--- config.mk ---
export PLATFORM = sky130hd
export DESIGN_NAME = mul_unit
export DESIGN_NICKNAME = d
export VERILOG_FILES = /design/src/rtl/mul_pkg.sv /design/src/rtl/mul_operand_cond.sv /design/src/rtl/mul_unit.sv
export SDC_FILE = /design/constraint.sdc
export NUM_CORES = 1
export LEC_CHECK = 0
export BUFFER_PORTS_ARGS = -buffer_cell sky130_fd_sc_hd__buf_2
export CELL_PAD_IN_SITES_DETAIL_PLACEMENT = 0
export CELL_PAD_IN_SITES_GLOBAL_PLACEMENT = 1
export CORE_AREA = 3 3 202 204
export CTS_CLUSTER_DIAMETER = 50
export DETAILED_ROUTE_END_ITERATION = 8
export DIE_AREA = 0 0 205 207
export GPL_ROUTABILITY_DRIVEN = 0
export PLACE_DENSITY = 0.55
export SKIP_LAST_GASP = 1
export SLEW_MARGIN = 5
export SYNTH_ARGS = -nofsm -noshare
export SYNTH_HDL_FRONTEND = slang
export SYNTH_SLANG_ARGS = --single-unit
--- constraint.sdc ---
create_clock -name clk -period 6.36 [get_ports clk]
set_input_delay 0.318 -clock clk [delete_from_list [all_inputs] [get_ports clk]]
set_output_delay 0.318 -clock clk [all_outputs]
set_load 0.005 [all_outputs]
--- src/rtl/mul_pkg.sv ---
// -----------------------------------------------------------------------------
// mul_pkg
// Shared definitions for the MULT2 iterative multiplier (mul_unit).
//
// Contents:
//   MUL_F / MULH_F / MULHSU_F / MULHU_F : RV32M funct3 subset carried on 'func'
//   state_t                             : controller states IDLE / BUSY / DONE
//   MULDIV_FUNCT7                       : funct7 value the ALU-control decode
//                                         matches before raising 'start'
//
// Optional feature macro used by the files that import this package:
//   MUL_EARLY_TERM_EN (see mul_unit.sv)
// -----------------------------------------------------------------------------
package mul_pkg;

   // Product word / signedness selector, straight from funct3[1:0]
   localparam logic [1:0] MUL_F    = 2'b00;
   localparam logic [1:0] MULH_F   = 2'b01;
   localparam logic [1:0] MULHSU_F = 2'b10;
   localparam logic [1:0] MULHU_F  = 2'b11;

   // R-type funct7 that marks the M-extension multiply/divide group
   localparam logic [6:0] MULDIV_FUNCT7 = 7'b0000001;

   // Controller states
   typedef enum logic [1:0] {
      IDLE = 2'b00,
      BUSY = 2'b01,
      DONE = 2'b10
   } state_t;

endpackage

--- src/rtl/mul_operand_cond.sv ---
// -----------------------------------------------------------------------------
// mul_operand_cond
// Combinational operand conditioner. Decides, from func, whether this operand
// is treated as signed, and returns its magnitude plus the sign bit that feeds
// the final negate decision. One instance for rs1, one for rs2.
//
// Parameters:
//   DATA_W    : operand width
//   OPERAND_B : 0 = rs1 conditioner, 1 = rs2 conditioner
//
// Ports:
//   func      in  [1:0]        RV32M funct3 subset (MUL/MULH/MULHSU/MULHU)
//   operand   in  [DATA_W-1:0] raw register value
//   magnitude out [DATA_W-1:0] |operand| (unsigned), or operand unchanged
//   sign      out              1 when the operand is signed and negative
//
// No configuration macros are used in this file.
// -----------------------------------------------------------------------------
module mul_operand_cond
   import mul_pkg::*;
#(
   parameter int DATA_W    = 32,
   parameter bit OPERAND_B = 1'b0
) (
   input  logic [1:0]        func,
   input  logic [DATA_W-1:0] operand,
   output logic [DATA_W-1:0] magnitude,
   output logic              sign
);

   logic is_signed;

   // rs1 is signed for everything but MULHU; rs2 only for MUL and MULH.
   // MUL's low word is the same either way, so it simply shares the signed
   // path. The magnitude of the most negative value still fits unsigned.
   always_comb begin
      if (OPERAND_B) begin
         is_signed = (func == MUL_F) || (func == MULH_F);
      end else begin
         is_signed = (func != MULHU_F);
      end
      sign      = is_signed & operand[DATA_W-1];
      magnitude = sign ? -operand : operand;
   end

endmodule

--- src/rtl/mul_unit.sv ---
// -----------------------------------------------------------------------------
// mul_unit
// Iterative radix-2 shift-add multiplier for the EX stage of the MULT2 datapath.
// Operands are converted to magnitudes, multiplied unsigned one bit per cycle,
// and the 2*DATA_W product is negated at the end when exactly one signed
// operand was negative. The pipeline is held with 'stall' while computing.
//
// Timing (default build): start edge -> DATA_W BUSY cycles -> 1 DONE cycle;
// result_valid rises on the edge that leaves DONE, i.e. DATA_W+1 edges after
// the start edge. stall is high from the start cycle to the last BUSY cycle.
//
// Configuration macro:
//   MUL_EARLY_TERM_EN : when defined, BUSY finishes as soon as the remaining
//                       multiplier bits are zero, shifting the outstanding
//                       distance in one step. Results are unchanged.
//
// Parameters:
//   DATA_W : operand/result width
//   CNT_W  : iteration counter width, 2**CNT_W > DATA_W
//
// Ports:
//   clk          in               rising-edge clock
//   arst         in               asynchronous active-high reset
//   start        in               MUL-class instruction in EX (used in IDLE)
//   func         in  [1:0]        00 MUL, 01 MULH, 10 MULHSU, 11 MULHU
//   op_a         in  [DATA_W-1:0] rs1 value
//   op_b         in  [DATA_W-1:0] rs2 value
//   flush        in               pipeline flush, aborts any operation
//   stall        out              freezes PC, IF/ID, ID/EX
//   result       out [DATA_W-1:0] selected product word, held until next DONE
//   result_valid out              one-cycle strobe for EX/MEM capture
// -----------------------------------------------------------------------------
module mul_unit
   import mul_pkg::*;
#(
   parameter int DATA_W = 32,
   parameter int CNT_W  = 6
) (
   input  logic              clk,
   input  logic              arst,
   input  logic              start,
   input  logic [1:0]        func,
   input  logic [DATA_W-1:0] op_a,
   input  logic [DATA_W-1:0] op_b,
   input  logic              flush,
   output logic              stall,
   output logic [DATA_W-1:0] result,
   output logic              result_valid
);

   localparam logic [CNT_W-1:0] LAST_CNT = CNT_W'(DATA_W - 1);

   state_t              state;
   logic [CNT_W-1:0]    counter;
   logic [DATA_W-1:0]   acc;
   logic [DATA_W-1:0]   mplier;
   logic [DATA_W-1:0]   mcand;
   logic [1:0]          func_q;
   logic                neg_flag;

   logic [DATA_W-1:0]   mag_a;
   logic [DATA_W-1:0]   mag_b;
   logic                sign_a;
   logic                sign_b;

   logic [DATA_W:0]     sum;
   logic [2*DATA_W-1:0] shifted;
   logic [2*DATA_W-1:0] step;
   logic                last_iter;
   logic [2*DATA_W-1:0] prod;
   logic [2*DATA_W-1:0] prod_fix;
   logic [DATA_W-1:0]   sel_word;

`ifdef MUL_EARLY_TERM_EN
   logic [DATA_W-1:0]   remaining;
   logic [CNT_W-1:0]    extra;
`endif

   // Magnitude/sign extraction for both operands
   mul_operand_cond #(
      .DATA_W    (DATA_W),
      .OPERAND_B (1'b0)
   ) u_cond_a (
      .func      (func),
      .operand   (op_a),
      .magnitude (mag_a),
      .sign      (sign_a)
   );

   mul_operand_cond #(
      .DATA_W    (DATA_W),
      .OPERAND_B (1'b1)
   ) u_cond_b (
      .func      (func),
      .operand   (op_b),
      .magnitude (mag_b),
      .sign      (sign_b)
   );

   // One shift-add iteration. The add is DATA_W+1 bits wide so its carry
   // becomes the new accumulator MSB once {carry, acc, mplier} shifts right.
   // As the multiplier is consumed, product low bits fill mplier from the top.
   always_comb begin
      sum     = {1'b0, acc} + (mplier[0] ? {1'b0, mcand} : '0);
      shifted = {sum, mplier[DATA_W-1:1]};
`ifdef MUL_EARLY_TERM_EN
      // Only the low DATA_W-counter bits of mplier are still multiplier bits;
      // the rest are product bits. If nothing beyond the current bit is left,
      // finish this iteration and do all outstanding shifts at once.
      remaining = (mplier >> 1) & ({DATA_W{1'b1}} >> (counter + CNT_W'(1)));
      extra     = LAST_CNT - counter;
      if (remaining == '0) begin
         step      = shifted >> extra;
         last_iter = 1'b1;
      end else begin
         step      = shifted;
         last_iter = (counter == LAST_CNT);
      end
`else
      step      = shifted;
      last_iter = (counter == LAST_CNT);
`endif
   end

   // Sign fix-up and word select, used when leaving DONE
   always_comb begin
      prod     = {acc, mplier};
      prod_fix = neg_flag ? -prod : prod;
      sel_word = (func_q == MUL_F) ? prod_fix[DATA_W-1:0]
                                   : prod_fix[2*DATA_W-1:DATA_W];
   end

   // Stall must drop in the very cycle a flush arrives, so it is decoded
   // from the current state and inputs rather than registered.
   always_comb begin
      case (state)
         IDLE:    stall = start & ~flush;
         BUSY:    stall = ~flush;
         default: stall = 1'b0;
      endcase
   end

   // Controller and datapath registers. result_valid defaults low every cycle
   // so it can only ever be a single-cycle strobe on the DONE -> IDLE edge.
   // flush wins over everything; a flushed op never touches result.
   always_ff @(posedge clk or posedge arst) begin
      if (arst) begin
         state        <= IDLE;
         counter      <= '0;
         acc          <= '0;
         mplier       <= '0;
         mcand        <= '0;
         func_q       <= MUL_F;
         neg_flag     <= 1'b0;
         result       <= '0;
         result_valid <= 1'b0;
      end else begin
         result_valid <= 1'b0;
         case (state)
            IDLE: begin
               if (start && !flush) begin
                  mcand    <= mag_a;
                  mplier   <= mag_b;
                  func_q   <= func;
                  neg_flag <= sign_a ^ sign_b;
                  counter  <= '0;
                  acc      <= '0;
                  state    <= BUSY;
               end
            end
            BUSY: begin
               if (flush) begin
                  state <= IDLE;
               end else begin
                  acc     <= step[2*DATA_W-1:DATA_W];
                  mplier  <= step[DATA_W-1:0];
                  counter <= counter + CNT_W'(1);
                  if (last_iter) begin
                     state <= DONE;
                  end
               end
            end
            DONE: begin
               state <= IDLE;
               if (!flush) begin
                  result       <= sel_word;
                  result_valid <= 1'b1;
               end
            end
            default: begin
               state <= IDLE;
            end
         endcase
      end
   end

endmodule
==> run_results.csv, run 1 <==
group,metric,value,unit
clocking,cts_resized,0,
global_routing,overflow,0,
power_and_ir_drop,peakVddDrop,0.000154,V
power_and_ir_drop,power_density,323,mW/mm2
clocking,cts_setup_buffers,0,
setup_path,worstPathMaxFanout,35,
place,portBuffers,103,
cells_and_area,area_growth,16.5,%
global_routing,grt_pass1_wl,52.8,mm
detailed_routing,drt-met1-wl,16.7,mm
setup_path,crit_buf_inv,1,
synth,synth_cell_types,70,
setup_path,cp_data_arrival_time,4.10,ns
floorplan,io_pins,104,
clocking,clock-sinks,140,
global_routing,antenna_found_initial,1,
setup_path,slowest_delay,0.92,ns
detailed_routing,met3_length,1.19,mm
detailed_routing,vias,9128,
setup_path,critical_path_required,6.69,ns
clocking,cts_tree,"done",
detailed_routing,route.met2.wl,14.8,mm
sta,fin_skew,0.0139,ns
place,hpwlAfterDp,25.5,mm
setup_path,worstSetupPathType,"register to register",
sta,fin_crit_sh,59.3,%
cells_and_area,regArea,0.00350,mm2
synth,synthTopCellsByCount,"nand2_1, o21ai_0, dfrtp_1, xnor2_1, xor2_1",
cells_and_area,num-fill-cells,4314,
cells_and_area,finalNetCount,1394,
setup_path,path_delay_family,"compound AO/OA/AOI/OAI gates",
detailed_routing,drt_iter0_markers,617,
floorplan,rows,73,
cells_and_area,drive_above_1_share,14.2,%
cells_and_area,fin_area,0.0118,mm2
setup_path,start_kind,"register",
worst_hold_path,hold_class,"input pin to async pin",
clocking,cts_made_buffers,17,
cells_and_area,multi_input_area,0.00630,mm2
detailed_routing,drc,0,
synth,synth_edf_count,0,
synth,syn_area,0.0102,mm2
sta,max-slew-margin-rel,40.7,%
place,post-place-ws,2.60,ns
synth,async_reset_ff_share,100,%
synth,synth_top_area_share,34.5,%
sta,drv_slew,0,
detailed_routing,viasPerCell,5.00,
detailed_routing,antenna_left,0,
synth,synth_cells,1215,
sta,whs,0.0344,ns
synth,ys_seq_elements,140,
floorplan,fp.dieArea,0.0424,mm2
synth,synthFlopType,"dfrtp_1",
synth,synth_top_area_cell,"dfrtp_1",
synth,synth_nets,1322,
status,status,"completed",
floorplan,die_x,205,um
sta,finalHoldViolations,0,
setup_path,worstSetupEndpointType,"register",
floorplan,start_util,25.7,%
synth,ys_warn_count,0,
clocking,cts_buffer_depth,2,
clocking,clk_pin_slew,0.07,ns
setup_path,critPathSlowestCell,"dfrtp_1",
sta,rsz0062_at_grt,"false",
sta,final.min_clock_period,3.77,ns
place,dpl_cell_area,0.0112,mm2
synth,synth_area_per_cell,8.36,um2
global_routing,grt_pass1_vias,8846,
sta,tns,0,ns
sta,fmax,265,MHz
detailed_routing,top_layer_used,"met4",
clocking,htree_levels,4,
clocking,cts-root-buf,"clkbuf_16",
floorplan,die_y,207,um
sta,setup_viol,0,
clocking,clk_latency,0.44,ns
job,maxCapViolCount,0,
clocking,cts_hold_buf,0,
synth,ys_seq_area_share,34.5,%
detailed_routing,routed_wl,33.4,mm
global_routing,grt_start_max_net_pins,95,
global_routing,globalRouteTotalUtil,15.7,%
detailed_routing,drt_pass1_iterations,5,
setup_path,crit_chain,"and2_1 > ha_1 > inv_1 > fa_1 > nand2b_1 > a21oi_1 > o311a_1 > o21ai_0 > o31a_1 > nor3b_1 > o21ai_0 > a32o_1",
power_and_ir_drop,total_leakage_power,5.17,nW
floorplan,coreArea,0.0395,mm2
synth,synth_top_cells_by_area,"dfrtp_1, o21ai_0, nand2_1",
detailed_routing,wl_per_cell,18.3,um
synth,synth.most_common_cell,"nand2_1",
sta,worst_pin_slew,0.889,ns
sta,postLayoutSetupSlackWorst,2.59,ns
setup_path,cpMostUsedCell,"o21ai_0",
==> sequential cells by signal, indices dropped and copies added (netlist names) <==
name and flops:
acc 32, counter 6, func_q 2, mcand 32, mplier 32, neg_flag 1
result 32, result_valid 1, state 2
==> where the power goes <==
part	switching [mW]	internal (mW)	leakage, nW
clock network	0.432	0.682	0.304
registers	0.292	1.06	1.84
logic	0.831	0.532	3.03
total	1.55	2.27	5.17
==> path summary, 6_finish.rpt <==
path	depth (start not counted)	startpoint	slack [ns]	end
max	12	mplier[0]$_DFFE_PP0P_	2.59	acc[29]$_DFFE_PP0P_
min	2	arst	0.03	mplier[19]$_DFFE_PP0P_
max reg2reg	12	mplier[0]$_DFFE_PP0P_	2.59	acc[29]$_DFFE_PP0P_
min reg2reg	2	result[26]$_DFFE_PP0P_	0.46	result[26]$_DFFE_PP0P_
max in group asynchronous	3	arst	5.03	neg_flag$_DFFE_PP0P_
min in group clk	3	func[0]	0.11	func_q[0]$_DFFE_PP0P_
==> cells by family after synthesis <==
logic type                 after synthesis  share of synthesized area, %
muxes                                    4                         0.407
adders and majority gates               37                          4.63
AOI/OAI and AO/OA                      382                          23.7
buffers and inverters                   91                          3.56
and+or+nand+nor                        417                          20.8
xor gates and xnor gates               144                          12.4
DFF                                    140                          34.5
==> cell type report <==
class	instances	area share (%)
Antenna cell	1	0.0212
Tap cell	525	5.56
Sequential cell	140	29.6
Clock buffer	20	3.86
Inverter	30	0.995
Clock inverter	12	1.54
Timing Repair Buffer	114	5.06
Multi-Input combinational cell	984	53.3
==> stage by stage <==
stage	total power, mW	std cells	utilization (%)
after floorplan	2.27	1215	-
after global placement	2.74	1793	28.3
after detailed placement	2.73	1793	28.3
after CTS	3.86	1825	30.0
after global routing	4.09	1826	30.0
final	3.82	1826	30.0
==> metal layers <==
layer	vias to the layer above	global-route usage, %
li1	4514	-
met1	4415	23.2
met2	171	23.8
met3	28	2.45
met4	0	4.24
met5	-	0
==> cell usage in the layout, fill, tap and decap left out, drive strengths merged, types with 5 or more instances in the layout <==
| cell | Yosys | final |
|---|---|---|
| ha | 36 | 36 |
| nand4 | 8 | 8 |
| or4 | 13 | 13 |
| nand2b | 15 | 15 |
| a22oi | 31 | 31 |
| nor2b | 8 | 8 |
| a31oi | 8 | 8 |
| o211ai | 5 | 5 |
| o31ai | 28 | 28 |
| or3 | 18 | 18 |
| o21bai | 5 | 5 |
| nor4 | 14 | 14 |
| inv | 30 | 34 |
| o21ai | 174 | 174 |
| nand2 | 179 | 179 |
| dfrtp | 140 | 140 |
| and2 | 33 | 33 |
| nor3 | 20 | 20 |
| clkbuf | 55 | 20 |
| a21o | 12 | 12 |
| o221ai | 6 | 6 |
| a211oi | 9 | 9 |
| o41ai | 18 | 18 |
| nor2 | 66 | 66 |
| nand3b | 5 | 5 |
| buf | 6 | 114 |
| xnor2 | 72 | 72 |
| xor2 | 72 | 72 |
| or2 | 8 | 8 |
| a21oi | 62 | 62 |
| nand3 | 12 | 12 |
==> worst register-to-register path, stage by stage, from the launching register on <==
cell	delay [ns]
dfrtp_1	0.92
and2_1	0.25
ha_1	0.19
inv_1	0.06
fa_1	0.39
nand2b_1	0.18
a21oi_1	0.22
o311a_1	0.28
o21ai_0	0.17
o31a_1	0.36
nor3b_1	0.23
o21ai_0	0.16
a32o_1	0.26
Power figures use the tool's default switching activity.
==> inputs of run 2 (changes only) <==
--- a/config.mk
+++ b/config.mk
@@ -13,7 +13,7 @@
 export DETAILED_ROUTE_END_ITERATION = 8
 export DIE_AREA = 0 0 205 207
 export GPL_ROUTABILITY_DRIVEN = 0
-export PLACE_DENSITY = 0.55
+export PLACE_DENSITY = 0.57
 export SKIP_LAST_GASP = 1
 export SLEW_MARGIN = 5
 export SYNTH_ARGS = -nofsm -noshare
==> constraint.sdc (replaced) <==
create_clock -name clk -period 3.2 [get_ports clk]
set_input_delay 0.16 -clock clk [delete_from_list [all_inputs] [get_ports clk]]
set_output_delay 0.16 -clock clk [all_outputs]
set_load 0.005 [all_outputs]
==> run 2 against run 1 <==
  * Global-route usage is essentially flat
  * Via count is 1.4% higher
  * Worst hold slack got worse by 0.022 ns
  * Clock-buffer cell count fell by 1
  * Total power up 110%
  * Routed wire length barely moved
  * Sequential cell count did not move
  * Maximum frequency rose by 22%
  * Worst setup slack worse by 2.5 ns
  * Non-clock buffer count increased by 62
  * Combinational power grew 140%
  * Clock skew fell by 0.00099 ns
==> run_results.csv, run 2 (same netlist as run 1, synthesis figures left out) <==
group,metric,value,unit
status,status,"completed",
sta,whs,0.0126,ns
cells_and_area,layout_commonest_cell,"nand2_1",
setup_path,worstPathMaxFanout,6,
sta,max-slew-margin-rel,31.0,%
cells_and_area,regArea,0.00350,mm2
sta,fmax,324,MHz
sta,finalHoldViolations,0,
sta,rsz0062_at_grt,"true",
cells_and_area,drive_above_1_share,19.1,%
detailed_routing,routed_wl,33.4,mm
cells_and_area,utilization,31.6,%
setup_path,start_kind,"register",
sta,setup_viol,0,
floorplan,rows,73,
sta,final.min_clock_period,3.09,ns
sta,fin_crit_sh,96.6,%
cells_and_area,finalNetCount,1456,
floorplan,fp.dieArea,0.0424,mm2
sta,drv_slew,0,
clocking,htree_levels,4,
power_and_ir_drop,power_density,639,mW/mm2
global_routing,grt_start_max_net_pins,66,
setup_path,r2r_slack,0.11,ns
power_and_ir_drop,combPwrFrac,40.4,%
worst_hold_path,hold_class,"input pin to register",
detailed_routing,wl_per_cell,17.7,um
clocking,cts-root-buf,"clkbuf_16",
setup_path,slowest_delay,0.59,ns
cells_and_area,area_growth,22.6,%
floorplan,io_pins,104,
sta,fin_skew,0.0129,ns
detailed_routing,drc,0,
floorplan,die_y,207,um
floorplan,die_x,205,um
power_and_ir_drop,total_power,7.95,mW
setup_path,worstSetupStartpoint,"mplier[0]$_DFFE_PP0P_",
setup_path,worstSetupPathType,"register to register",
global_routing,globalRouteTotalUtil,15.7,%
setup_path,critPathSlowestCell,"or4_1",
clocking,clk_latency,0.45,ns
detailed_routing,antenna_left,0,
power_and_ir_drop,intPower,4.78,mW
clocking,cts_tree,"done",
setup_path,r2r-end,"result[2]$_DFFE_PP0P_",
global_routing,overflow,0,
setup_path,crit_chain,"buf_4 > buf_4 > inv_1 > ha_1 > nand2_1 > or4_1 > or4_4 > o21ai_1 > xnor2_1 > o21ai_1 > nand2_1",
clocking,clk_pin_slew,0.07,ns
power_and_ir_drop,seq_power_share,32.3,%
floorplan,coreArea,0.0395,mm2
clocking,cts_buffer_depth,2,
cells_and_area,stdcell_count,1887,
setup_path,critical_path_required,3.51,ns
setup_path,worstSetupEndpointType,"register",
setup_path,cp-endpoint,"result[2]$_DFFE_PP0P_",
place,portBuffers,103,
detailed_routing,vias,9260,
power_and_ir_drop,clkPwrFrac,27.3,%
detailed_routing,viasPerCell,4.91,
power_and_ir_drop,total_leakage_power,5.52,nW
floorplan,start_util,25.7,%
detailed_routing,drt_pass1_iterations,5,
sta,tns,0,ns
setup_path,reg2reg_from,"mplier[0]$_DFFE_PP0P_",
power_and_ir_drop,power.switching,3.17,mW
sta,worst_pin_slew,1.03,ns
place,hpwlAfterDp,26.4,mm
cells_and_area,multi_input_area,0.00642,mm2
power_and_ir_drop,swShare,39.9,%
power_and_ir_drop,peakVddDrop,0.000342,V
place,place_inst,1846,
cells_and_area,num-fill-cells,4237,
cells_and_area,layout_common_cells,"nand2_1, o21ai_0, dfrtp_1",
setup_path,reg2reg_depth,11,
global_routing,grt_pass1_wl,53.0,mm
cells_and_area,n_antenna_cell,0,
job,maxCapViolCount,0,
global_routing,grt_pass1_vias,8975,
global_routing,antenna_found_initial,0,
clocking,clock-sinks,140,
setup_path,cp_data_arrival_time,3.40,ns
detailed_routing,drt_iter0_markers,456,
clocking,cts_made_buffers,17,
==> run 2: cell types whose count changed in the layout (fill, tap and decap cells not counted), sizes merged <==
cell / delta
clkinvlp: +3
diode: -1
buf: +58
inv: -2
dlygate4sd3: +4
clkbuf: -1
==> run 2: worst min-delay path by stage <==
stage	start	endpoint	slack, ns	depth (start not counted)
global route	op_a[31]	mcand[31]$_DFFE_PP0P_	0.02	3
CTS	op_a[31]	mcand[31]$_DFFE_PP0P_	0.0005	3
finish	op_a[31]	mcand[31]$_DFFE_PP0P_	0.01	3
detailed placement	arst	mplier[23]$_DFFE_PP0P_	0.28	2
floorplan	func[0]	func_q[0]$_DFFE_PP0P_	0.27	2
global placement	arst	mplier[23]$_DFFE_PP0P_	0.28	2
==> run 2: layout make-up <==
class	count	area share (%)
inverter	30	0.935
clock inverter	13	1.52
timing repair buffer	176	9.03
multi-input combinational	984	51.5
tap	525	5.28
clock buffer	19	3.56
sequential	140	28.2
==> run 2: stage by stage <==
stage / setup slack [ns] / cell area [um2]
6_report: 0.110 / 12400
5_1_grt: -0.0185 / 12400
4_1_cts: -0.00719 / 12300
3_5_place_dp: -0.0836 / 11600
3_3_place_gp: -0.0798 / 11600
2_1_floorplan: 0.146 / 10200
==> run 2: power by group through the flow <==
stage                     clock, mW  combinational [mW]  sequential (mW)
after floorplan                   0                2.08             2.44
after global placement            0                3.12             2.60
after detailed placement          0                3.12             2.60
after CTS                      2.23                3.14             2.57
after global routing           2.30                3.58             2.62
final                          2.17                3.21             2.56
==> run 2: critical path: cells and delay by family, from the launching register on <==
family                     cells  cell delay (ns)
and+or+nand+nor                4             1.30
DFF                            1             0.42
xor gates and xnor gates       1             0.08
buffers and inverters          3             0.38
adders and majority gates      1             0.24
AOI/OAI and AO/OA              2             0.52
==> run 2: layer usage <==
metal	GRT usage, %	part of all wire (%)
met1	23.0	50
met2	24.6	46
met3	2.33	3.8
met4	3.16	0.84
met5	0	0
==> run 2: repair_timing <==
item,CTS,global route
buffers inserted,0,5
hold endpoints to repair,27,0
gates resized for setup,3,24
setup endpoints to repair,4,15
hold buffers,4,0
pin swaps,0,8
==> inputs of run 3 (changes only) <==
--- a/config.mk
+++ b/config.mk
@@ -8,10 +8,11 @@
 export BUFFER_PORTS_ARGS = -buffer_cell sky130_fd_sc_hd__buf_2
 export CELL_PAD_IN_SITES_DETAIL_PLACEMENT = 0
 export CELL_PAD_IN_SITES_GLOBAL_PLACEMENT = 1
-export CORE_AREA = 3 3 202 204
+export CORE_AREA = 10 10 209 211
 export CTS_CLUSTER_DIAMETER = 50
+export CTS_CLUSTER_SIZE = 40
 export DETAILED_ROUTE_END_ITERATION = 8
-export DIE_AREA = 0 0 205 207
+export DIE_AREA = 0 0 219 221
 export GPL_ROUTABILITY_DRIVEN = 0
 export PLACE_DENSITY = 0.57
 export SKIP_LAST_GASP = 1
==> run 3 against run 2 <==
  * Core utilization shrank 0.32 points
  * Routed wire length increased by 1.6%
  * Critical endpoint is now acc[21]$_DFFE_PP0P_
  * Sequential cell count unchanged
  * Final area is 1.0% lower
  * Clock power down 9.7%
  * Worst hold slack improved by 0.0025 ns
  * Register-to-register slack got worse by 0.09 ns
  * Final cell count barely moved
  * Maximum frequency fell by 2.9%
  * Sequential share of layout area rose by 0.31 points
==> run_results.csv, run 3 (same netlist as run 1, synthesis figures left out) <==
group,metric,value,unit
clocking,htree_levels,4,
detailed_routing,vias,9304,
setup_path,cp_data_arrival_time,3.49,ns
sta,rsz0062_at_grt,"true",
detailed_routing,antenna_left,0,
clocking,clk_latency,0.44,ns
sta,fin_skew,0.0104,ns
setup_path,crit_chain,"and2_1 > ha_1 > and3_1 > a221o_1 > or4_1 > a21oi_1 > o31ai_2 > a221oi_1 > xor2_1 > o21ai_0",
clocking,cts-root-buf,"clkbuf_16",
sta,setup_viol,0,
detailed_routing,drt_pass1_iterations,5,
clocking,clk_pin_slew,0.06,ns
detailed_routing,viasPerCell,4.93,
sta,tns,0,ns
setup_path,critical_path_required,3.51,ns
power_and_ir_drop,peakVddDrop,0.000262,V
cells_and_area,n_antenna_cell,0,
setup_path,worstPathMaxFanout,13,
detailed_routing,wl_per_cell,18.0,um
sta,max-slew-margin-rel,40.5,%
clocking,cts_tree,"done",
detailed_routing,routed_wl,33.9,mm
power_and_ir_drop,total_leakage_power,5.47,nW
place,hpwlAfterDp,26.7,mm
floorplan,start_util,25.7,%
sta,finalHoldViolations,0,
setup_path,start_kind,"register",
clocking,cts_buffer_depth,2,
sta,fin_crit_sh,99.4,%
floorplan,rows,73,
sta,drv_slew,0,
setup_path,crit_buf_inv,0,
cells_and_area,drive_above_1_share,19.5,%
global_routing,grt_pass1_wl,54.0,mm
floorplan,die_y,221,um
cells_and_area,layout_common_cells,"nand2_1, o21ai_0, dfrtp_1",
sta,fmax,314,MHz
global_routing,grt_start_max_net_pins,141,
setup_path,slowest_delay,0.47,ns
power_and_ir_drop,power_density,626,mW/mm2
floorplan,io_pins,104,
place,portBuffers,103,
worst_hold_path,hold_class,"input pin to register",
floorplan,coreArea,0.0395,mm2
clocking,cts_made_buffers,17,
cells_and_area,finalNetCount,1457,
status,status,"completed",
sta,whs,0.0151,ns
floorplan,die_x,219,um
global_routing,globalRouteTotalUtil,13.9,%
setup_path,worstSetupPathType,"register to register",
global_routing,overflow,0,
setup_path,worstSetupEndpointType,"register",
global_routing,grt_pass1_vias,9267,
cells_and_area,area_growth,21.4,%
detailed_routing,drc,0,
sta,worst_pin_slew,0.893,ns
setup_path,critPathSlowestCell,"dfrtp_2",
sta,final.min_clock_period,3.18,ns
cells_and_area,layout_commonest_cell,"nand2_1",
detailed_routing,drt_iter0_markers,669,
global_routing,antenna_found_initial,0,
clocking,clock-sinks,140,
setup_path,path_delay_family,"compound AO/OA/AOI/OAI gates",
job,maxCapViolCount,0,
floorplan,fp.dieArea,0.0484,mm2
run 3: cell types whose count changed in the layout (fill, tap and decap cells not counted), moves of 3 or more:
cell | previous run | this run
inv_8 | 0 | 3
bufinv_16 | 4 | 0
inv_6 | 3 | 6
buf_4 | 65 | 70
buf_12 | 4 | 1
clkinvlp_4 | 6 | 3
run 3: final timing paths:
kind                                        startpoint                     end  slack (ns)  cells after the start
worst min register to register  result[26]$_DFFE_PP0P_  result[26]$_DFFE_PP0P_        0.47                      2
min in group asynchronous                         arst  mplier[22]$_DFFE_PP0P_        0.47                      4
worst max-delay path             mplier[0]$_DFFE_PP0P_     acc[21]$_DFFE_PP0P_        0.02                     10
worst min-delay path                           func[1]   func_q[1]$_DFFE_PP0P_        0.02                      3
max in group asynchronous                         arst   mplier[0]$_DFFE_PP0P_        2.06                      4
worst max register to register   mplier[0]$_DFFE_PP0P_     acc[21]$_DFFE_PP0P_        0.02                     10
run 3: final cells by class:
class | count | area [um2]
clock buffers | 18 | 439
clock inverters | 14 | 124
fillers | 4231 | 27100
inverters | 30 | 116
multi-input cells | 984 | 6390
flip-flops and latches | 140 | 3510
well taps | 525 | 657
repair buffers | 177 | 1090
run 3: metal layers:
metal,share of wire [%],wire length [um],global-route usage (%),up-vias
met3,3.6,1220,2.18,22
met4,1.3,444,3.50,0
li1,-,-,-,4639
met5,0,0,0,-
met1,49,16800,19.6,4475
met2,46,15500,21.5,168
run 3: worst register-to-register path, stage by stage, from the launching register on:
cell and delay, ns:
dfrtp_2 0.47, and2_1 0.19, ha_1 0.31, and3_1 0.18
a221o_1 0.36, or4_1 0.47, a21oi_1 0.34, o31ai_2 0.16
a221oi_1 0.33, xor2_1 0.17, o21ai_0 0.08
run 3: repair_timing:
item,in CTS,in global routing
hold endpoints to repair,18,0
hold buffers,3,0
setup endpoints to repair,8,17
buffers inserted,1,3
pin swaps,0,5
gates resized for setup,2,21
run 3: power breakdown:
group	switching, mW	leakage, nW	internal [mW]
Sequential	0.495	1.83	2.10
Combinational	1.81	3.36	1.35
Clock	0.920	0.274	1.04
run 3: per-stage QoR:
step                setup WS [ns]  utilization (%)  total power, mW  area (um2)  cells
floorplan                   0.146                -             4.52       10200   1215
global placement           -0.117             29.4             5.71       11600   1849
detailed placement         -0.143             29.4             5.71       11600   1849
CTS                        0.0132             31.0             7.71       12200   1885
global route               -0.123             31.2             8.27       12300   1888
finish                     0.0184             31.2             7.72       12300   1888
